## src/rtl/fetch_sequencer.sv

```systemverilog
// Instruction-fetch sequencer: steps the T0-T2 strobes, waits on memory in T1
// with a bounded timeout, and counts completed fetches.
module fetch_sequencer #(
    parameter int MEM_WAIT_MAX = 15,
    parameter int COUNT_WIDTH  = 8
) (
    input  logic                   clock,
    input  logic                   clear,
    input  logic                   start,
    input  logic                   stall,
    input  logic                   mem_ready,
    input  logic                   err_ack,
    output logic                   PCout,
    output logic                   MARin,
    output logic                   IncPC,
    output logic                   Zin,
    output logic                   Zlowout,
    output logic                   PCin,
    output logic                   Read,
    output logic                   MDRin,
    output logic                   MDRout,
    output logic                   IRin,
    output logic                   busy,
    output logic                   done,
    output logic                   timeout,
    output logic [COUNT_WIDTH-1:0] fetch_count
);

    localparam int WAIT_WIDTH = (MEM_WAIT_MAX > 1) ? $clog2(MEM_WAIT_MAX) : 1;
    localparam logic [WAIT_WIDTH-1:0] LAST_WAIT = WAIT_WIDTH'(MEM_WAIT_MAX - 1);

    typedef enum logic [2:0] {IDLE, T0, T1, T2, ERR} stateType;

    stateType               state;
    stateType               nextState;
    logic [WAIT_WIDTH-1:0]  waitCount;
    logic                   firstT1;
    logic                   waitExpired;

    // waitCount holds the number of T1 cycles already spent without mem_ready.
    assign firstT1     = (waitCount == '0);
    assign waitExpired = (waitCount == LAST_WAIT);

    // NOTE: state registers use non-blocking assignments so every flop samples
    // the pre-edge values of the others.
    always_ff @(posedge clock or negedge clear) begin
        if (!clear) begin
            state       <= IDLE;
            waitCount   <= '0;
            fetch_count <= '0;
        end else begin
            state <= nextState;
            if (state == T1 && !mem_ready && !waitExpired)
                waitCount <= waitCount + WAIT_WIDTH'(1);
            else
                waitCount <= '0;
            if (state == T2)
                fetch_count <= fetch_count + COUNT_WIDTH'(1);
        end
    end

    // NOTE: every output gets a default before the case so no path leaves a
    // signal unassigned, which would otherwise infer a latch.
    always_comb begin
        nextState = state;
        PCout     = 1'b0;
        MARin     = 1'b0;
        IncPC     = 1'b0;
        Zin       = 1'b0;
        Zlowout   = 1'b0;
        PCin      = 1'b0;
        Read      = 1'b0;
        MDRin     = 1'b0;
        MDRout    = 1'b0;
        IRin      = 1'b0;
        busy      = 1'b0;
        done      = 1'b0;
        timeout   = 1'b0;
        case (state)
            IDLE: begin
                if (start && !stall) nextState = T0;
            end
            T0: begin
                PCout     = 1'b1;
                MARin     = 1'b1;
                IncPC     = 1'b1;
                Zin       = 1'b1;
                busy      = 1'b1;
                nextState = T1;
            end
            T1: begin
                busy    = 1'b1;
                Read    = 1'b1;
                Zlowout = firstT1;
                PCin    = firstT1;
                MDRin   = mem_ready;
                if (mem_ready)        nextState = T2;
                else if (waitExpired) nextState = ERR;
            end
            T2: begin
                busy      = 1'b1;
                MDRout    = 1'b1;
                IRin      = 1'b1;
                done      = 1'b1;
                nextState = (start && !stall) ? T0 : IDLE;
            end
            ERR: begin
                timeout = 1'b1;
                if (err_ack) nextState = IDLE;
            end
            default: nextState = IDLE;
        endcase
    end

    // Only one source may drive the bus in any cycle.
    busExclusive: assert property (@(posedge clock) disable iff (!clear)
        $onehot0({PCout, Zlowout, MDRout}));

endmodule

```

## config.mk

```make
export PLATFORM = sky130hd
export DESIGN_NAME = fetch_sequencer
export DESIGN_NICKNAME = d
export VERILOG_FILES = /design/src/rtl/fetch_sequencer.sv
export SDC_FILE = /design/constraint.sdc
export NUM_CORES = 1
export LEC_CHECK = 0
export BUFFER_PORTS_ARGS = -buffer_cell sky130_fd_sc_hd__clkbuf_2
export CAP_MARGIN = 20
export CORE_MARGIN = 3
export CORE_UTILIZATION = 52
export CTS_CLUSTER_SIZE = 10
export DETAILED_ROUTE_END_ITERATION = 7
export MAX_ROUTING_LAYER = met4
export PLACE_DENSITY = 0.82
export SYNTH_ARGS = -nofsm -noshare
export SYNTH_HDL_FRONTEND = slang
export SYNTH_SLANG_ARGS = --single-unit
```

## constraint.sdc

```tcl
create_clock -name clock -period 3.2 [get_ports clock]
set_clock_uncertainty 0.15 [all_clocks]
set_input_delay 0.16 -clock clock [delete_from_list [all_inputs] [get_ports clock]]
set_output_delay 0.16 -clock clock [all_outputs]
set_load 0.05 [all_outputs]
```

# After elaboration in Yosys (flattened, before gate mapping)
# Index checks and enable logic that the tools add are counted.
[word_totals] reg_bits=15 output_inout_bits=21 wordCells=37
[op_classes] n_addsub=2 n_eq_ne=8 mux=14 n_reduce_logical=10
[op_table] op="case mux 3 bit (5 select lines)" count=1
[op_table] op="2-to-1 mux 3 bit" count=4
[op_table] op="adder 8 x 1 -> 8 bit, second input constant" count=1
[op_table] op="2-to-1 mux 1 bit" count=8
[op_table] op="== test 3 x 2 -> 1 bit, second input constant" count=2
[op_table] op="adder 4 x 1 -> 4 bit, second input constant" count=1
[op_table] op="== test 4 bit, second input constant" count=1
[op_table] op="zero test 4 bit" count=1
[op_table] op="2-to-1 mux 4 bit" count=1
[op_table] op="inequality test 2 bit, second input constant" count=2
[op_table] op="== test 3 x 1 -> 1 bit, second input constant" count=1
[op_table] op="== test 3 bit, second input constant" count=1
[op_table] op="logical AND 1 bit" count=3
[op_table] op="zero test 1 bit" count=3
[op_table] op="zero test 3 bit" count=1
[op_table] op="inequality test 3 bit, second input constant" count=1
[op_table] op="AND reduction 3 bit" count=1
[op_table] op="OR reduction 3 bit" count=1

# Longest topological paths before layout
[depth] word_depth=4 depth_mapped=5

# Worst setup path before layout
# Ideal clock, no wire load.
[synth_timing] path_type="reg-to-output" from="register state[0]" to="output Zlowout" arrival_time_ps=2098 slack_ps=792 path_stages_with_launch=4 n_path_buf=1 cell_sequence="dfrtp_1 nor3b_2 and3_1 buf_4"
[synth_via] elab_chain_cells=2
[synth_rtl] item="start: declaration" line_no="34" text="stateType state;"
[synth_rtl] item="start signal: assignment" line_no="52" text="state <= nextState;"
[synth_rtl] item="== test 3 x 2 -> 1 bit"
[synth_rtl] item="2-to-1 mux 1 bit"
[synth_rtl] item="end: declaration" line_no="17" text="output logic Zlowout,"
# Every way passes these cells.

# Worst setup path in the final report
[layout_timing] from="register state[0]" to="output PCin"
[layout_via] elab_chain_cells=2
[layout_rtl] item="== test 3 x 2 -> 1 bit" line_no="79" text="case (state)"
[layout_rtl] item="2-to-1 mux 1 bit" line_no="79"
[layout_rtl] item="end: declaration" line_no="18" text="output logic PCin,"
# Every way passes these cells.

==> impl_metrics.json <==
{
  "outcome": "finished clean",
  "crit_required_ns": 2.89,
  "critPathMaxFanout": 8,
  "dieHeight_microns": 45.8,
  "synthToLayoutAreaGrowth_pct": 19.5,
  "wl_met3_microns": 135,
  "clk_pin_slew_ns": 0.09,
  "drive_gt1_frac": 0.330,
  "io_buffer_count": 26,
  "dieArea_sq_mm": 0.00210,
  "clockBufferDepth": 2,
  "endpoint_kind": "primary output",
  "post-route-period-util": 0.582,
  "worstSetupPathDepth": 3,
  "r2r_cells": 5,
  "cp_num_buf_inv": 1,
  "syn_avg_cell_area_sq_um": 10.0,
  "synthMuxAreaShare": 0,
  "reg2reg_slack_ns": 1.50,
  "worst_pin_slew_ns": 0.368,
  "rsz0062_at_grt": "false",
  "setup_viol": 0,
  "slowest_stage": "dfrtp_1",
  "coreArea_sq_mm": 0.00140,
  "yosysUniqueCellTypes": 26,
  "rows": 13,
  "overflow": 0,
  "max_stage_delay_ns": 0.47,
  "whs_endpoint": "state[0]",
  "cap_viol_max_count": 0,
  "arrival_ns": 1.55,
  "wl_met2_microns": 783,
  "start_kind": "flip-flop",
  "viasPerCell": 5.36,
  "r2r_start": "waitCount[0]",
  "wl_per_cell_microns": 13.2,
  "period_minus_slack_ns": 1.86,
  "num_vias": 665,
  "cts-buffers-inserted": 3,
  "grt_pass1_vias": 634,
  "setup_tns_ns": 0,
  "synthXorXnorAreaFrac": 0.0745,
  "hold_depth": 3,
  "wl_met1_microns": 683,
  "hold_violations": 0,
  "cp_cell_sequence": "nor3b_2, and3_1, clkbuf_2",
  "crit_type": "flip-flop to primary output",
  "netlist_area_sq_um": 823,
  "yosys_warnings": 0,
  "fmax_mhz": 537,
  "syn_inst": 82,
  "hp-class": "input pin to flip-flop",
  "crit_family": "simple AND/OR/NAND/NOR gates",
  "grt_usage": 0.188,
  "post-route-util": 0.703,
  "hpwl_microns": 1230,
  "ys_ff_latch": 15,
  "num-nets-final": 120,
  "clock_latency_ns": 0.29,
  "cts_num_sinks": 15,
  "max_slew_margin": 0.755,
  "gp_congestion": 0.841,
  "drt_first_iter_violations": 9,
  "postCtsResizedCells": 0,
  "synth_simple_gate_area_frac": 0.269,
  "nFillCells": 112,
  "reg2reg_to": "state[2]",
  "ys_seq_area_frac": 0.456,
  "start_util": 0.589,
  "grt_max_degree": 16,
  "antenna_found_initial": 0,
  "n_antenna_cell": 0,
  "highest_layer": "met4",
  "root_buffer": "clkbuf_4",
  "io_pins": 27,
  "power.density_mw_per_mm2": 1000,
  "synth-compound-area-share": 0.0669,
  "slew_viol_final": 0,
  "firstDrtPassIters": 4,
  "ir_worst_vdd_mv": 0.554,
  "critical_path.startpoint": "state[0]",
  "hp-start": "mem_ready",
  "drc": 0,
  "synth_top_family_by_area": "simple AND/OR/NAND/NOR gates",
  "htreeDepth": 1,
  "syn-num-nets": 92,
  "postRouteAntennaNets": 0,
  "leakagePower_uw": 0.000495,
  "grt_pass1_wl_microns": 2640,
  "cts_tree": "yes",
  "routed_wl_microns": 1630,
  "fp.dieW_microns": 45.8,
  "synth_fa_ha_area_frac": 0.0608
}
-- through the flow --
stage / hold WS (ns) / instance area [sq um] / cells / power (uW) / worst slack (ns)
3_5_place_dp: -0.0617 / 927 / 117 / 879 / 1.52
3_3_place_gp: -0.0620 / 927 / 117 / 870 / 1.58
4_1_cts: 0.0122 / 983 / 124 / 993 / 1.32
2_1_floorplan: -0.286 / 823 / 82 / 789 / 0.792
5_1_grt: 0.0512 / 983 / 124 / 1040 / 1.22
6_report: 0.0106 / 983 / 124 / 983 / 1.34
-- cell usage after synthesis --
cell,count,area share
nand2_1,7,0.032
xor2_1,2,0.021
xnor2_1,5,0.053
nor2_1,5,0.023
nand2b_1,2,0.015
nand3b_2,1,0.014
or3b_2,1,0.011
nor3b_2,2,0.030
inv_2,1,0.0046
a21oi_1,6,0.036
inv_1,3,0.014
dfrtp_1,15,0.46
nand3b_1,1,0.0091
nor2b_1,2,0.015
nand3_1,1,0.0061
and3_1,2,0.015
nand4_1,4,0.030
or4_1,1,0.0091
and2_1,3,0.023
a211o_2,1,0.012
buf_4,6,0.055
ha_1,4,0.061
or4b_1,1,0.012
nand3_2,1,0.012
nor3_1,2,0.012
o21ai_0,3,0.018
-- area by class of cell --
type	instances	area [sq um]	area share
Multi-Input combinational cell	57	388	0.394
Inverter	4	15.0	0.0153
Clock buffer	4	26.3	0.0267
Tap cell	15	18.8	0.0191
Sequential cell	15	375	0.382
Timing Repair Buffer	29	160	0.163
-- cells in the final DEF (no fill, tap or decap), types with 2 or more instances in the layout --
cell            n
clkbuf_2       26
dfrtp_1        15
nand2_1         7
a21oi_1         6
nor2_1          5
xnor2_1         5
nand4_1         4
ha_1            4
and2_1          3
inv_1           3
o21ai_0         3
clkbuf_4        3
dlygate4sd3_1   3
nor3b_2         2
nand2b_1        2
and3_1          2
nor2b_1         2
nor3_1          2
xor2_1          2
-- worst reg2reg max path: stages, from the launching register on --
cell	delay, ns
dfrtp_1	0.42
inv_1	0.11
ha_1	0.22
nand3_2	0.11
or4b_1	0.47
a21oi_1	0.14
-- registers in the layout, indices dropped and copies added, names as in the netlist --
signal       flops
fetch_count      8
state            3
waitCount        4
-- logic make-up after synthesis --
group / after synthesis
simple gates: 36
flops: 15
compound gates: 10
buf+inv: 10
xor+xnor: 7
fa+ha+maj: 4
-- report_power, final --
group,switching [uW],total [uW],leakage (uW),internal (uW)
clock,60.3,109,0.0000150,48.5
sequential,73.8,306,0.000200,233
combinational,436,568,0.000280,132
-- repair_timing --
action,in CTS,in global routing
endpoints found under the hold margin,17,0
buffers inserted,0,0
hold buffers,3,0
-- layer usage --
layer | track usage | vias up
met4 | 0.102 | 0
met3 | 0.0593 | 4
met2 | 0.315 | 26
met5 | - | -
li1 | - | 329
met1 | 0.195 | 306
-- worst max-delay path by stage --
stage | end | slack (ns)
detailed placement | state[2] | 1.52
global placement | state[2] | 1.58
floorplan | Zlowout | 0.79
finish | PCin | 1.34
global route | PCin | 1.22
CTS | PCin | 1.32
Note: power is estimated with default switching activity, not from simulation.
